==> src/rtl/cache_exception_pipe.sv <==
// Registered, handshaked alignment-exception stage (output register + one skid entry).
// Build option: define CACHE_EXP_ILLEGAL_MASK_EN to raise ALE on illegal byte masks.
`ifndef EXP_ALE
`define EXP_ALE 7'h09
`endif

module cache_exception_pipe #(
  parameter int ADDR_WIDTH = 32,
  parameter int MAX_BYTES  = 8,
  parameter int CNT_WIDTH  = 8
) (
  input  logic                  clk,
  input  logic                  rstn,
  input  logic                  flush,
  input  logic                  in_valid,
  output logic                  in_ready,
  input  logic [ADDR_WIDTH-1:0] in_addr,
  input  logic [MAX_BYTES-1:0]  in_type,
  input  logic                  in_cacop,
  output logic                  out_valid,
  input  logic                  out_ready,
  output logic [ADDR_WIDTH-1:0] out_addr,
  output logic                  out_cacop,
  output logic [6:0]            out_exception,
  output logic                  fault_seen,
  output logic [ADDR_WIDTH-1:0] fault_badv,
  output logic [CNT_WIDTH-1:0]  fault_count
);

  localparam int LOG_MAX = $clog2(MAX_BYTES);

  logic                  mask_legal;
  logic                  misaligned;
  logic                  raise_ale;
  logic [6:0]            in_exception;
  logic                  in_ready_r;
  logic                  in_fire;
  logic                  out_fire;
  logic                  skid_valid;
  logic                  skid_valid_nxt;
  logic [ADDR_WIDTH-1:0] skid_addr;
  logic                  skid_cacop;
  logic [6:0]            skid_exception;

  // A mask of 2^size - 1 selects an access of `size` bytes; alignment needs log2(size) low zeros.
  always_comb begin
    mask_legal = 1'b0;
    misaligned = 1'b0;
    for (int i = 0; i <= LOG_MAX; i++) begin
      if (in_type == MAX_BYTES'((1 << (1 << i)) - 1)) begin
        mask_legal = 1'b1;
        misaligned = |(in_addr & ADDR_WIDTH'((1 << i) - 1));
      end
    end
`ifdef CACHE_EXP_ILLEGAL_MASK_EN
    raise_ale = misaligned | ~mask_legal;
`else
    raise_ale = misaligned & mask_legal;
`endif
    in_exception = (raise_ale && !in_cacop) ? `EXP_ALE : 7'd0;
  end

  assign in_ready = in_ready_r;
  assign in_fire  = in_valid && in_ready_r && !flush;
  assign out_fire = out_valid && out_ready;

  // in_ready_r is only high while the skid is empty, so a skid drain never coincides with an accept.
  always_comb begin
    if (skid_valid) skid_valid_nxt = !out_fire;
    else            skid_valid_nxt = in_fire && out_valid && !out_fire;
  end

  always_ff @(posedge clk) begin
    if (!rstn) begin
      in_ready_r     <= 1'b0;
      out_valid      <= 1'b0;
      out_addr       <= '0;
      out_cacop      <= 1'b0;
      out_exception  <= 7'd0;
      skid_valid     <= 1'b0;
      skid_addr      <= '0;
      skid_cacop     <= 1'b0;
      skid_exception <= 7'd0;
      fault_seen     <= 1'b0;
      fault_badv     <= '0;
      fault_count    <= '0;
    end else if (flush) begin
      in_ready_r  <= 1'b1;
      out_valid   <= 1'b0;
      skid_valid  <= 1'b0;
      fault_seen  <= 1'b0;
      fault_badv  <= '0;
      fault_count <= '0;
    end else begin
      in_ready_r <= !skid_valid_nxt;
      skid_valid <= skid_valid_nxt;
      if (in_fire && out_valid && !out_fire) begin
        skid_addr      <= in_addr;
        skid_cacop     <= in_cacop;
        skid_exception <= in_exception;
      end
      if (!out_valid || out_fire) begin
        if (skid_valid) begin
          out_valid     <= 1'b1;
          out_addr      <= skid_addr;
          out_cacop     <= skid_cacop;
          out_exception <= skid_exception;
        end else if (in_fire) begin
          out_valid     <= 1'b1;
          out_addr      <= in_addr;
          out_cacop     <= in_cacop;
          out_exception <= in_exception;
        end else begin
          out_valid <= 1'b0;
        end
      end
      if (out_fire && out_exception != 7'd0) begin
        if (fault_count != '1) fault_count <= fault_count + 1'b1;
        if (!fault_seen) begin
          fault_seen <= 1'b1;
          fault_badv <= out_addr;
        end
      end
    end
  end

endmodule

==> config.mk <==
export PLATFORM = sky130hd
export DESIGN_NAME = cache_exception_pipe
export DESIGN_NICKNAME = d
export VERILOG_FILES = /design/src/rtl/cache_exception_pipe.sv
export SDC_FILE = /design/constraint.sdc
export NUM_CORES = 1
export LEC_CHECK = 0
export ABC_AREA = 1
export ABC_CLOCK_PERIOD_IN_PS = 1500
export CAP_MARGIN = 10
export CORE_MARGIN = 8
export CORE_UTILIZATION = 45
export CTS_CLUSTER_DIAMETER = 100
export CTS_CLUSTER_SIZE = 14
export DETAILED_ROUTE_END_ITERATION = 7
export HOLD_SLACK_MARGIN = 0.03
export MAX_ROUTING_LAYER = met4
export PLACE_DENSITY_LB_ADDON = 0.15
export REMOVE_ABC_BUFFERS = 1
export SLEW_MARGIN = 5
export SYNTH_ARGS = -nofsm -noshare
export SYNTH_HDL_FRONTEND = slang
export SYNTH_SLANG_ARGS = --single-unit
==> constraint.sdc <==
create_clock -name clk -period 1.5 [get_ports clk]
set_input_delay 0.3 -clock clk [delete_from_list [all_inputs] [get_ports clk]]
set_output_delay 0.3 -clock clk [all_outputs]
set_load 0.005 [all_outputs]
==> report_table.html, run 1 <==
<table>
<tr><th>Metric</th><th>Value</th></tr>
<tr><th colspan="2">Run status</th></tr>
<tr><td>Result of the run</td><td>finished, final reports clean</td></tr>
<tr><th colspan="2">Synthesis</th></tr>
<tr><td>Synth area leaders</td><td>sky130_fd_sc_hd__dfxtp_1 (48%), sky130_fd_sc_hd__nor2_1 (17%), sky130_fd_sc_hd__nand2_1 (9.6%)</td></tr>
<tr><td>Largest area contributor in the synthesized netlist</td><td>sky130_fd_sc_hd__dfxtp_1</td></tr>
<tr><td>Distinct cells, synth</td><td>30</td></tr>
<tr><td>Fraction of the yosys area taken by sequential cells</td><td>about half</td></tr>
<tr><td>Post-synthesis instance area</td><td>0.004629 mm^2</td></tr>
<tr><td>Yosys warns</td><td>0</td></tr>
<tr><td>Fraction of post-synthesis cell area in the top cell type by area</td><td>48.43%</td></tr>
<tr><td>Cells after synthesis</td><td>around 650</td></tr>
<tr><td>Syn_area_per_cell</td><td>7.144 um^2</td></tr>
<tr><td>Register bit total from synthesis</td><td>112</td></tr>
<tr><th colspan="2">STA</th></tr>
<tr><td>Fraction of the cycle the final worst path needs</td><td>just over 90%</td></tr>
<tr><td>Final TNS setup</td><td>0 ns</td></tr>
<tr><td>Hold slack</td><td>between 0.2 and 0.3 ns</td></tr>
<tr><td>Final-report hold violation count</td><td>0</td></tr>
<tr><td>Clock Skew</td><td>between 0.01 and 0.015 ns</td></tr>
<tr><td>Period minus WS final</td><td>1.398 ns</td></tr>
<tr><td>Fmax</td><td>0.7153 GHz</td></tr>
<tr><td>Count of final setup violators</td><td>0</td></tr>
<tr><td>Number of pins with negative max-slew slack in the final report</td><td>0</td></tr>
<tr><th colspan="2">CTS</th></tr>
<tr><td>Number of clock sinks seen by CTS</td><td>about 110</td></tr>
<tr><td>Total number of H-tree levels</td><td>3</td></tr>
<tr><td>Clock latency of the later-clocked register in the worst-skew pair</td><td>around 0.37 ns</td></tr>
<tr><td>Bufs on Longest Clock Path</td><td>2</td></tr>
<tr><td>Hold buffer count at CTS</td><td>0</td></tr>
<tr><td>Clock tree from TritonCTS</td><td>built</td></tr>
<tr><td>Worst-path clk slew</td><td>between 0.1 and 0.15 ns</td></tr>
<tr><td>Num CTS Buffers</td><td>9</td></tr>
<tr><td>Library cell used as clock root buffer</td><td>sky130_fd_sc_hd__clkbuf_8</td></tr>
<tr><th colspan="2">Routing</th></tr>
<tr><td>Total DRC errors in the routed layout</td><td>0</td></tr>
<tr><td>Iter 0 DRT Violations</td><td>316</td></tr>
<tr><td>WL per Instance</td><td>between 10 and 15 um</td></tr>
<tr><td>Vias/cell</td><td>a little under 5</td></tr>
<tr><td>Total number of vias</td><td>about 4600</td></tr>
<tr><td>Detailed-routing iteration count for the pre-antenna-repair pass</td><td>6</td></tr>
<tr><td>Aggregate routed wire length</td><td>13.28 mm</td></tr>
<tr><td>Number of nets with antenna violations after routing</td><td>0</td></tr>
<tr><th colspan="2">Layout</th></tr>
<tr><td>Ratio of cells with drive above 1 in the final layout</td><td>20.05%</td></tr>
<tr><td>Highest-count cells in the layout ignoring fill and taps</td><td>sky130_fd_sc_hd__nor2_1 (208), sky130_fd_sc_hd__nand2_1 (118), sky130_fd_sc_hd__o21ai_0 (88), sky130_fd_sc_hd__dlygate4sd2_1 (78), sky130_fd_sc_hd__dfxtp_2 (65)</td></tr>
<tr><td>Number of nets in the layout</td><td>850</td></tr>
<tr><td>Ant. Diodes</td><td>0</td></tr>
<tr><td>P&amp;R area growth vs syn</td><td>42.08%</td></tr>
<tr><td>Non-Filler Cell Area, Final</td><td>0.006578 mm^2</td></tr>
<tr><td>Most common cell after layout, fill and taps aside</td><td>sky130_fd_sc_hd__nor2_1</td></tr>
<tr><th colspan="2">Die</th></tr>
<tr><td>Number of rows created at floorplan</td><td>37</td></tr>
<tr><td>Core box area</td><td>0.01014 mm^2</td></tr>
<tr><td>Die area</td><td>around 0.014 mm^2</td></tr>
<tr><td>Number of primary I/O pins</td><td>129</td></tr>
<tr><td>Effective utilization at floorplan</td><td>45.66%</td></tr>
<tr><td>Horiz. Die Dim</td><td>about 120 um</td></tr>
<tr><td>Vertical die dimension</td><td>117.4 um</td></tr>
<tr><th colspan="2">Pwr</th></tr>
<tr><td>Reported leakage power</td><td>3.281 nW</td></tr>
<tr><td>Worst IR drop on VDD</td><td>0.5681 mV</td></tr>
<tr><td>Power per cell area</td><td>807.2 mW/mm^2</td></tr>
<tr><th colspan="2">Critical path</th></tr>
<tr><td>Setup crit start kind</td><td>register</td></tr>
<tr><td>Worst setup slack for register-to-register paths</td><td>0.10 ns</td></tr>
<tr><td>R2r startpoint</td><td>fault_count[1]$_SDFFE_PP0P_</td></tr>
<tr><td>Worst-path maximum fanout</td><td>5</td></tr>
<tr><td>WS Path Type</td><td>reg -&gt; reg</td></tr>
<tr><td>WP data required</td><td>1.80 ns</td></tr>
<tr><td>CP arrival</td><td>1.70 ns</td></tr>
<tr><td>Reg2reg end</td><td>fault_count[3]$_SDFFE_PP0P_</td></tr>
<tr><td>Kind of end point of the critical path</td><td>register</td></tr>
<tr><td>Depth of the most critical reg-to-reg path</td><td>8</td></tr>
<tr><th colspan="2">Worst hold path</th></tr>
<tr><td>Worst min-delay path category</td><td>in -&gt; reg</td></tr>
<tr><td>Hold worst-path end</td><td>skid_valid$_SDFF_PP0_</td></tr>
<tr><td>Hold Startpoint</td><td>rstn</td></tr>
<tr><td>Hold Crit Depth</td><td>3</td></tr>
<tr><th colspan="2">Placed design</th></tr>
<tr><td>Last weighted congestion value of the routability-driven placer</td><td>0.8276</td></tr>
<tr><td>Quantity of I/O buffers inserted on ports</td><td>123</td></tr>
<tr><td>Cell area after placement</td><td>a little over 0.006 mm^2</td></tr>
<tr><td>Dpl hpwl</td><td>8.923 mm</td></tr>
<tr><th colspan="2">Global routing</th></tr>
<tr><td>Overall Global Routing Usage</td><td>between 10% and 20%</td></tr>
<tr><td>Initial antenna violation count</td><td>0</td></tr>
<tr><td>Grt ovf</td><td>0</td></tr>
<tr><td>Via count of the first global-routing pass</td><td>4449</td></tr>
<tr><td>Wire length of the first global-routing pass</td><td>21.76 mm</td></tr>
<tr><td>Maximum number of pins on one net before global-route repair</td><td>69</td></tr>
<tr><th colspan="2">Run</th></tr>
<tr><td>Max capacitance violation total</td><td>0</td></tr>
</table>
[final cells by class]
type | instances | area (um^2)
Clock buffer | 10 | 137.6
Tap cell | 136 | 170.2
Sequential cell | 112 | 2335
Clock inverter | 6 | 58.81
Inverter | 22 | 85.08
Multi-Input combinational cell | 475 | 2087
Timing Repair Buffer | 183 | 1704
Fill cell | 901 | 3561
[sequential cells by signal, summed over array words and instances (netlist names)]
name	flops
fault_count	8
in_ready	1
out_addr	32
out_valid	1
fault_seen	1
skid_valid	1
skid_cacop	1
out_exception	1
out_cacop	1
skid_addr	32
fault_badv	32
skid_exception	1
[worst max-delay path by stage]
| stage | from | to | slack, ns | cells after the start |
|---|---|---|---|---|
| after CTS | fault_count[0]$_SDFFE_PP0P_ | fault_count[2]$_SDFFE_PP0P_ | 0.008 | 8 |
| after global placement | in_valid | out_addr[11]$_SDFFE_PN0P_ | -0.19 | 7 |
| final | fault_count[1]$_SDFFE_PP0P_ | fault_count[3]$_SDFFE_PP0P_ | 0.10 | 8 |
| after global routing | fault_count[0]$_SDFFE_PP0P_ | fault_count[6]$_SDFFE_PP0P_ | -0.02 | 9 |
| after floorplan | skid_valid$_SDFF_PP0_ | out_addr[0]$_SDFFE_PN0P_ | -0.68 | 6 |
| after detailed placement | in_valid | out_addr[22]$_SDFFE_PN0P_ | -0.23 | 7 |
[timing repair]
action,in CTS,in global routing
resized for setup,148,5
endpoints found under the setup margin,78,6
buffers inserted,33,1
endpoints found under the hold margin,0,0
gates cloned,0,0
pin swaps,0,3
[routing by layer]
metal  vias to the layer above  global-route usage (%)  wire length [um]
met1                      2077                   21.07              5635
li1                       2344                       -                 -
met3                        16                   3.309               658
met2                       131                   34.58              6783
met4                         0                   6.894               203
met5                         -                       -                 0
[report_power, final]
part	total, mW	switching [mW]	internal, mW
clock network	1.80	1.11	0.696
registers	3.04	0.0245	3.01
logic	0.472	0.214	0.258
[critical path: stages (launching register included)]
cell and delay, ns:
sky130_fd_sc_hd__dfxtp_2 0.33, sky130_fd_sc_hd__buf_4 0.14, sky130_fd_sc_hd__ha_4 0.17, sky130_fd_sc_hd__nand2_1 0.11
sky130_fd_sc_hd__nor3_4 0.06, sky130_fd_sc_hd__buf_4 0.15, sky130_fd_sc_hd__a21oi_4 0.17, sky130_fd_sc_hd__nand2_1 0.09
sky130_fd_sc_hd__a21oi_1 0.14
[through the flow]
step	util (%)	worst slack (ns)	instances	power [mW]
floorplan	-	-0.6777	609	3.258
global placement	60.20	-0.1857	894	3.558
detailed placement	60.20	-0.2330	894	3.568
CTS	64.52	0.008451	943	5.358
global route	64.88	-0.02045	944	5.554
finish	64.88	0.1019	944	5.309
[kinds of logic (layout without fill, tap and decap cells)]
logic type               Yosys count  in the layout  synth area share [%]
adder cells (fa/ha/maj)            1              1                0.2702
flip-flops                       112            112                 48.43
buffers and inverters             65            221                 7.595
AO/OA/AOI/OAI                    122            122                 13.62
other                              1              5               0.08100
XOR/XNOR                           3              3                0.5677
AND/OR/NAND/NOR                  344            344                 29.43
[Yosys cell counts]
| master | instances |
|---|---|
| sky130_fd_sc_hd__a21oi_1 | 11 |
| sky130_fd_sc_hd__a21oi_2 | 1 |
| sky130_fd_sc_hd__a21oi_4 | 1 |
| sky130_fd_sc_hd__buf_2 | 10 |
| sky130_fd_sc_hd__buf_4 | 12 |
| sky130_fd_sc_hd__buf_6 | 6 |
| sky130_fd_sc_hd__clkbuf_1 | 13 |
| sky130_fd_sc_hd__clkbuf_2 | 2 |
| sky130_fd_sc_hd__conb_1 | 1 |
| sky130_fd_sc_hd__dfxtp_1 | 112 |
| sky130_fd_sc_hd__ha_1 | 1 |
| sky130_fd_sc_hd__inv_1 | 17 |
| sky130_fd_sc_hd__inv_2 | 4 |
| sky130_fd_sc_hd__inv_4 | 1 |
| sky130_fd_sc_hd__nand2_1 | 119 |
| sky130_fd_sc_hd__nand2_2 | 1 |
| sky130_fd_sc_hd__nand2_4 | 1 |
| sky130_fd_sc_hd__nand3_1 | 6 |
| sky130_fd_sc_hd__nand3_4 | 1 |
| sky130_fd_sc_hd__nand4_1 | 3 |
| sky130_fd_sc_hd__nor2_1 | 209 |
| sky130_fd_sc_hd__nor2_2 | 1 |
| sky130_fd_sc_hd__nor2_4 | 1 |
| sky130_fd_sc_hd__nor2_8 | 1 |
| sky130_fd_sc_hd__nor3_2 | 1 |
| sky130_fd_sc_hd__o21a_1 | 2 |
| sky130_fd_sc_hd__o21ai_0 | 88 |
| sky130_fd_sc_hd__o21ai_1 | 19 |
| sky130_fd_sc_hd__xnor2_1 | 1 |
| sky130_fd_sc_hd__xor2_1 | 2 |
(Power assumes the default switching activity.)
==> run 2, diff against run 1 <==
Settings changed: SLEW_MARGIN 5 to 20.
==> results of run 2 <==
Final layout, timing and power as in run 1 (identical DEF).
==> run 3, diff against run 2 <==
Settings changed: CORE_UTILIZATION 45 to 48.
==> run 3 against run 2 <==
  * Die area down 5.4%
  * Sequential power about the same
  * Highest routed layer unchanged
  * Design area down 1.6%
  * Routed wire length down 2.8%
  * Clock skew down 0.0033 ns
  * Worst setup slack worse by 0.026 ns
==> report_table.html, run 3 (synthesis results as in run 1) <==
<table>
<tr><th>Metric</th><th>Value</th></tr>
<tr><th colspan="2">Layout</th></tr>
<tr><td>Ant. Diodes</td><td>0 (unchanged)</td></tr>
<tr><td>Ratio of cells with drive above 1 in the final layout</td><td>18.06% (-2.0 points)</td></tr>
<tr><td>Largest registers ranked by flip-flop count</td><td>fault_badv: 32 flops, out_addr: 32 flops, skid_addr: 32 flops</td></tr>
<tr><td>Number of nets in the layout</td><td>846 (-0.47%)</td></tr>
<tr><td>Final cell count without fillers</td><td>936 (-0.85%)</td></tr>
<tr><td>Most common cell after layout, fill and taps aside</td><td>sky130_fd_sc_hd__nor2_1</td></tr>
<tr><td>Filler Cells Inserted</td><td>861 (-4.4%)</td></tr>
<tr><td>P&amp;R area growth vs syn</td><td>39.86%</td></tr>
<tr><td>Highest-count cells in the layout ignoring fill and taps</td><td>sky130_fd_sc_hd__nor2_1 (208), sky130_fd_sc_hd__nand2_1 (117), sky130_fd_sc_hd__o21ai_0 (87), sky130_fd_sc_hd__dlygate4sd2_1 (77), sky130_fd_sc_hd__dfxtp_1 (59)</td></tr>
<tr><th colspan="2">Pwr</th></tr>
<tr><td>Worst IR drop on VDD</td><td>0.5425 mV (-4.5%)</td></tr>
<tr><td>Reported leakage power</td><td>3.245 nW (-1.1%)</td></tr>
<tr><td>Share of total power in sequential cells</td><td>57.7% (+0.5 points)</td></tr>
<tr><td>Net switching power</td><td>1.228 mW (-8.7%)</td></tr>
<tr><td>Internal Dissipation</td><td>4.031 mW (+1.7%)</td></tr>
<tr><td>Net switching share of the total power</td><td>23.34% (-2.0 points)</td></tr>
<tr><td>Clock group share of total power</td><td>33.5% (-0.4 points)</td></tr>
<tr><td>Power per cell area</td><td>812.2 mW/mm^2 (+0.62%)</td></tr>
<tr><td>Logic gate share of total power</td><td>8.8% (about the same)</td></tr>
<tr><th colspan="2">Routing</th></tr>
<tr><td>Vias/cell</td><td>4.932 (+1.9%)</td></tr>
<tr><td>Iter 0 DRT Violations</td><td>304 (-3.8%)</td></tr>
<tr><td>Number of nets with antenna violations after routing</td><td>0 (unchanged)</td></tr>
<tr><td>Total DRC errors in the routed layout</td><td>0 (unchanged)</td></tr>
<tr><td>WL per Instance</td><td>13.79 um (-1.9%)</td></tr>
<tr><td>Aggregate routed wire length</td><td>12.91 mm (-2.8%)</td></tr>
<tr><td>Total number of vias</td><td>4616 (+1.1%)</td></tr>
<tr><td>Detailed-routing iteration count for the pre-antenna-repair pass</td><td>5 (-1)</td></tr>
<tr><th colspan="2">Die</th></tr>
<tr><td>Die area</td><td>0.01304 mm^2 (-5.4%)</td></tr>
<tr><td>Vertical die dimension</td><td>114.2 um (-2.7%)</td></tr>
<tr><td>Effective utilization at floorplan</td><td>48.48% (+2.8 points)</td></tr>
<tr><td>Number of primary I/O pins</td><td>129 (unchanged)</td></tr>
<tr><td>Number of rows created at floorplan</td><td>36 (-2.7%)</td></tr>
<tr><td>Core box area</td><td>0.009549 mm^2 (-5.8%)</td></tr>
<tr><td>Horiz. Die Dim</td><td>114.2 um (-2.7%)</td></tr>
<tr><th colspan="2">Placed design</th></tr>
<tr><td>Count of placed standard cells including taps</td><td>888 (-0.67%)</td></tr>
<tr><td>Dpl hpwl</td><td>8.815 mm (-1.2%)</td></tr>
<tr><td>Last weighted congestion value of the routability-driven placer</td><td>0.8579 (+3.7%)</td></tr>
<tr><td>Worst slack at placement</td><td>-0.2643 ns (-0.03133 ns)</td></tr>
<tr><td>Quantity of I/O buffers inserted on ports</td><td>123 (unchanged)</td></tr>
<tr><th colspan="2">Critical path</th></tr>
<tr><td>CP arrival</td><td>1.67 ns (-0.03 ns)</td></tr>
<tr><td>Slowest Stage Delay on Critical Path</td><td>0.46 ns (+0.13 ns)</td></tr>
<tr><td>WS Path Type</td><td>in -&gt; reg</td></tr>
<tr><td>Setup crit start kind</td><td>primary input</td></tr>
<tr><td>WP data required</td><td>1.75 ns (-0.05 ns)</td></tr>
<tr><td>Cell Chain, Critical Path</td><td>clkdlybuf4s50_1 -&gt; inv_2 -&gt; nand3_4 -&gt; a21oi_4 -&gt; nand2_4 -&gt; buf_12 -&gt; o21ai_0 -&gt; nor2_1</td></tr>
<tr><td>Worst-path maximum fanout</td><td>19 (+14)</td></tr>
<tr><td>Crit-path slowest cell</td><td>sky130_fd_sc_hd__clkdlybuf4s50_1</td></tr>
<tr><td>Worst setup slack for register-to-register paths</td><td>0.08 ns (-0.03 ns)</td></tr>
<tr><td>Reg2reg end</td><td>fault_count[3]$_SDFFE_PP0P_</td></tr>
<tr><td>Kind of end point of the critical path</td><td>register</td></tr>
<tr><td>Category of cells accounting for the largest share of critical-path delay</td><td>buffers and inverters</td></tr>
<tr><td>Total buffers and inverters traversed by the critical path</td><td>3 (+1)</td></tr>
<tr><td>R2r startpoint</td><td>fault_count[1]$_SDFFE_PP0P_</td></tr>
<tr><td>Depth of the most critical reg-to-reg path</td><td>8 (unchanged)</td></tr>
<tr><th colspan="2">CTS</th></tr>
<tr><td>Clock latency of the later-clocked register in the worst-skew pair</td><td>0.36 ns (about the same)</td></tr>
<tr><td>Library cell used as clock root buffer</td><td>sky130_fd_sc_hd__clkbuf_8</td></tr>
<tr><td>Total number of H-tree levels</td><td>3 (unchanged)</td></tr>
<tr><td>Number of clock sinks seen by CTS</td><td>112 (unchanged)</td></tr>
<tr><td>Num CTS Buffers</td><td>9 (unchanged)</td></tr>
<tr><td>Clock tree from TritonCTS</td><td>built</td></tr>
<tr><td>Bufs on Longest Clock Path</td><td>2 (unchanged)</td></tr>
<tr><td>Hold buffer count at CTS</td><td>0 (unchanged)</td></tr>
<tr><td>Worst-path clk slew</td><td>0.10 ns (about the same)</td></tr>
<tr><th colspan="2">Global routing</th></tr>
<tr><td>Global-route met1 utilization</td><td>22.83% (+1.8 points)</td></tr>
<tr><td>Maximum number of pins on one net before global-route repair</td><td>65 (-5.8%)</td></tr>
<tr><td>Initial antenna violation count</td><td>0 (unchanged)</td></tr>
<tr><td>Via count of the first global-routing pass</td><td>4580 (+2.9%)</td></tr>
<tr><td>Wire length of the first global-routing pass</td><td>21.27 mm (-2.3%)</td></tr>
<tr><td>Met2 GRT Util</td><td>36.00% (+1.4 points)</td></tr>
<tr><td>Met3 demand-to-capacity share in global routing</td><td>4.272% (+0.96 points)</td></tr>
<tr><td>Top Usage Layer GRT</td><td>met2</td></tr>
<tr><td>Overall Global Routing Usage</td><td>20.46% (+1.1 points)</td></tr>
<tr><td>Grt ovf</td><td>0 (unchanged)</td></tr>
<tr><th colspan="2">Worst hold path</th></tr>
<tr><td>Hold Crit Depth</td><td>3 (unchanged)</td></tr>
<tr><td>Hold Startpoint</td><td>rstn</td></tr>
<tr><td>Worst min-delay path category</td><td>in -&gt; reg</td></tr>
<tr><td>Hold worst-path end</td><td>out_addr[22]$_SDFFE_PN0P_</td></tr>
<tr><th colspan="2">Run status</th></tr>
<tr><td>Result of the run</td><td>finished, final reports clean</td></tr>
<tr><th colspan="2">STA</th></tr>
<tr><td>Count of final setup violators</td><td>0 (unchanged)</td></tr>
<tr><td>Clock Skew</td><td>0.009631 ns (-0.003275 ns)</td></tr>
<tr><td>Fraction of the cycle the final worst path needs</td><td>94.96% (+1.8 points)</td></tr>
<tr><td>Final TNS setup</td><td>0 ns (unchanged)</td></tr>
<tr><td>Hold slack</td><td>0.2586 ns (-0.01003 ns)</td></tr>
<tr><td>Number of pins with negative max-slew slack in the final report</td><td>0 (unchanged)</td></tr>
<tr><td>Worst slew slack as a fraction of its limit</td><td>64.39%</td></tr>
<tr><td>Fmax</td><td>0.7020 GHz (-1.9%)</td></tr>
<tr><td>Worst-case setup margin in the final layout</td><td>0.07553 ns (-0.02639 ns)</td></tr>
<tr><td>Final-report hold violation count</td><td>0 (unchanged)</td></tr>
<tr><td>Period minus WS final</td><td>1.424 ns (+0.02639 ns)</td></tr>
<tr><td>Transition time at the pin with the least slew margin</td><td>0.5341 ns</td></tr>
<tr><th colspan="2">Run</th></tr>
<tr><td>Max capacitance violation total</td><td>0 (unchanged)</td></tr>
</table>
run 3: cell types whose count changed in the layout (fill, tap and decap cells not counted), sizes merged:
cell | previous run | this run
clkbuf | 10 | 9
dlymetal6s2s | 0 | 1
bufinv | 0 | 1
inv | 26 | 24
clkinvlp | 1 | 2
buf | 61 | 57
dlygate4sd2 | 78 | 77
run 3: how the worst max path moves through the flow:
stage / to / start / slack [ns] / cells past startpoint
3_5_place_dp: out_addr[21]$_SDFFE_PN0P_ / flush / -0.26 / 8
5_1_grt: out_addr[21]$_SDFFE_PN0P_ / flush / -0.003 / 8
2_1_floorplan: out_addr[0]$_SDFFE_PN0P_ / skid_valid$_SDFF_PP0_ / -0.68 / 6
4_1_cts: in_ready / in_ready$_SDFF_PN0_ / 0.001 / 1
3_3_place_gp: out_addr[21]$_SDFFE_PN0P_ / in_valid / -0.20 / 7
6_report: out_addr[21]$_SDFFE_PN0P_ / flush / 0.08 / 8
run 3: area by class of cell:
cell class              instances  area [um^2]  share of cell area [%]
flip-flops and latches        112         2316                   35.77
multi-input cells             475         2093                   32.33
repair buffers                179         1623                   25.06
well taps                     133        166.4                   2.570
clock buffers                   9        123.9                   1.913
inverters                      22        85.08                   1.314
clock inverters                 6        67.56                   1.043
run 3: power groups by stage:
stage | Sequential (mW) | Combinational, mW | Clock, mW
after floorplan | 3.11 | 0.150 | 0
after global placement | 3.11 | 0.433 | 0
after detailed placement | 3.11 | 0.440 | 0
after CTS | 3.03 | 0.460 | 1.81
after global routing | 3.04 | 0.512 | 1.94
final | 3.03 | 0.463 | 1.76
run 3: metrics by stage:
stage / power [mW] / utilization [%] / instance area [um^2]
final: 5.259 / 67.81 / 6475
after global routing: 5.488 / 67.81 / 6475
after CTS: 5.302 / 67.20 / 6417
after floorplan: 3.258 / - / 4378
after global placement: 3.544 / 62.92 / 6008
after detailed placement: 3.551 / 62.92 / 6008
run 3: metal layers:
metal  part of all wire (%)  routed length [um]
met1                     43                5523
met2                     51                6582
met3                    4.8                 617
met4                    1.5                 188
met5                      0                   0
run 3: what timing repair did:
action,4_1_cts,5_1_grt
resized for setup,133,13
pin swaps,0,3
endpoints found under the setup margin,78,25
buffers inserted,32,1
run 3: worst min-delay path, delay by kind of cell:
family          cells  cell delay (ns)
buf+inv             1             0.15
simple gates        1             0.04
compound gates      1             0.08
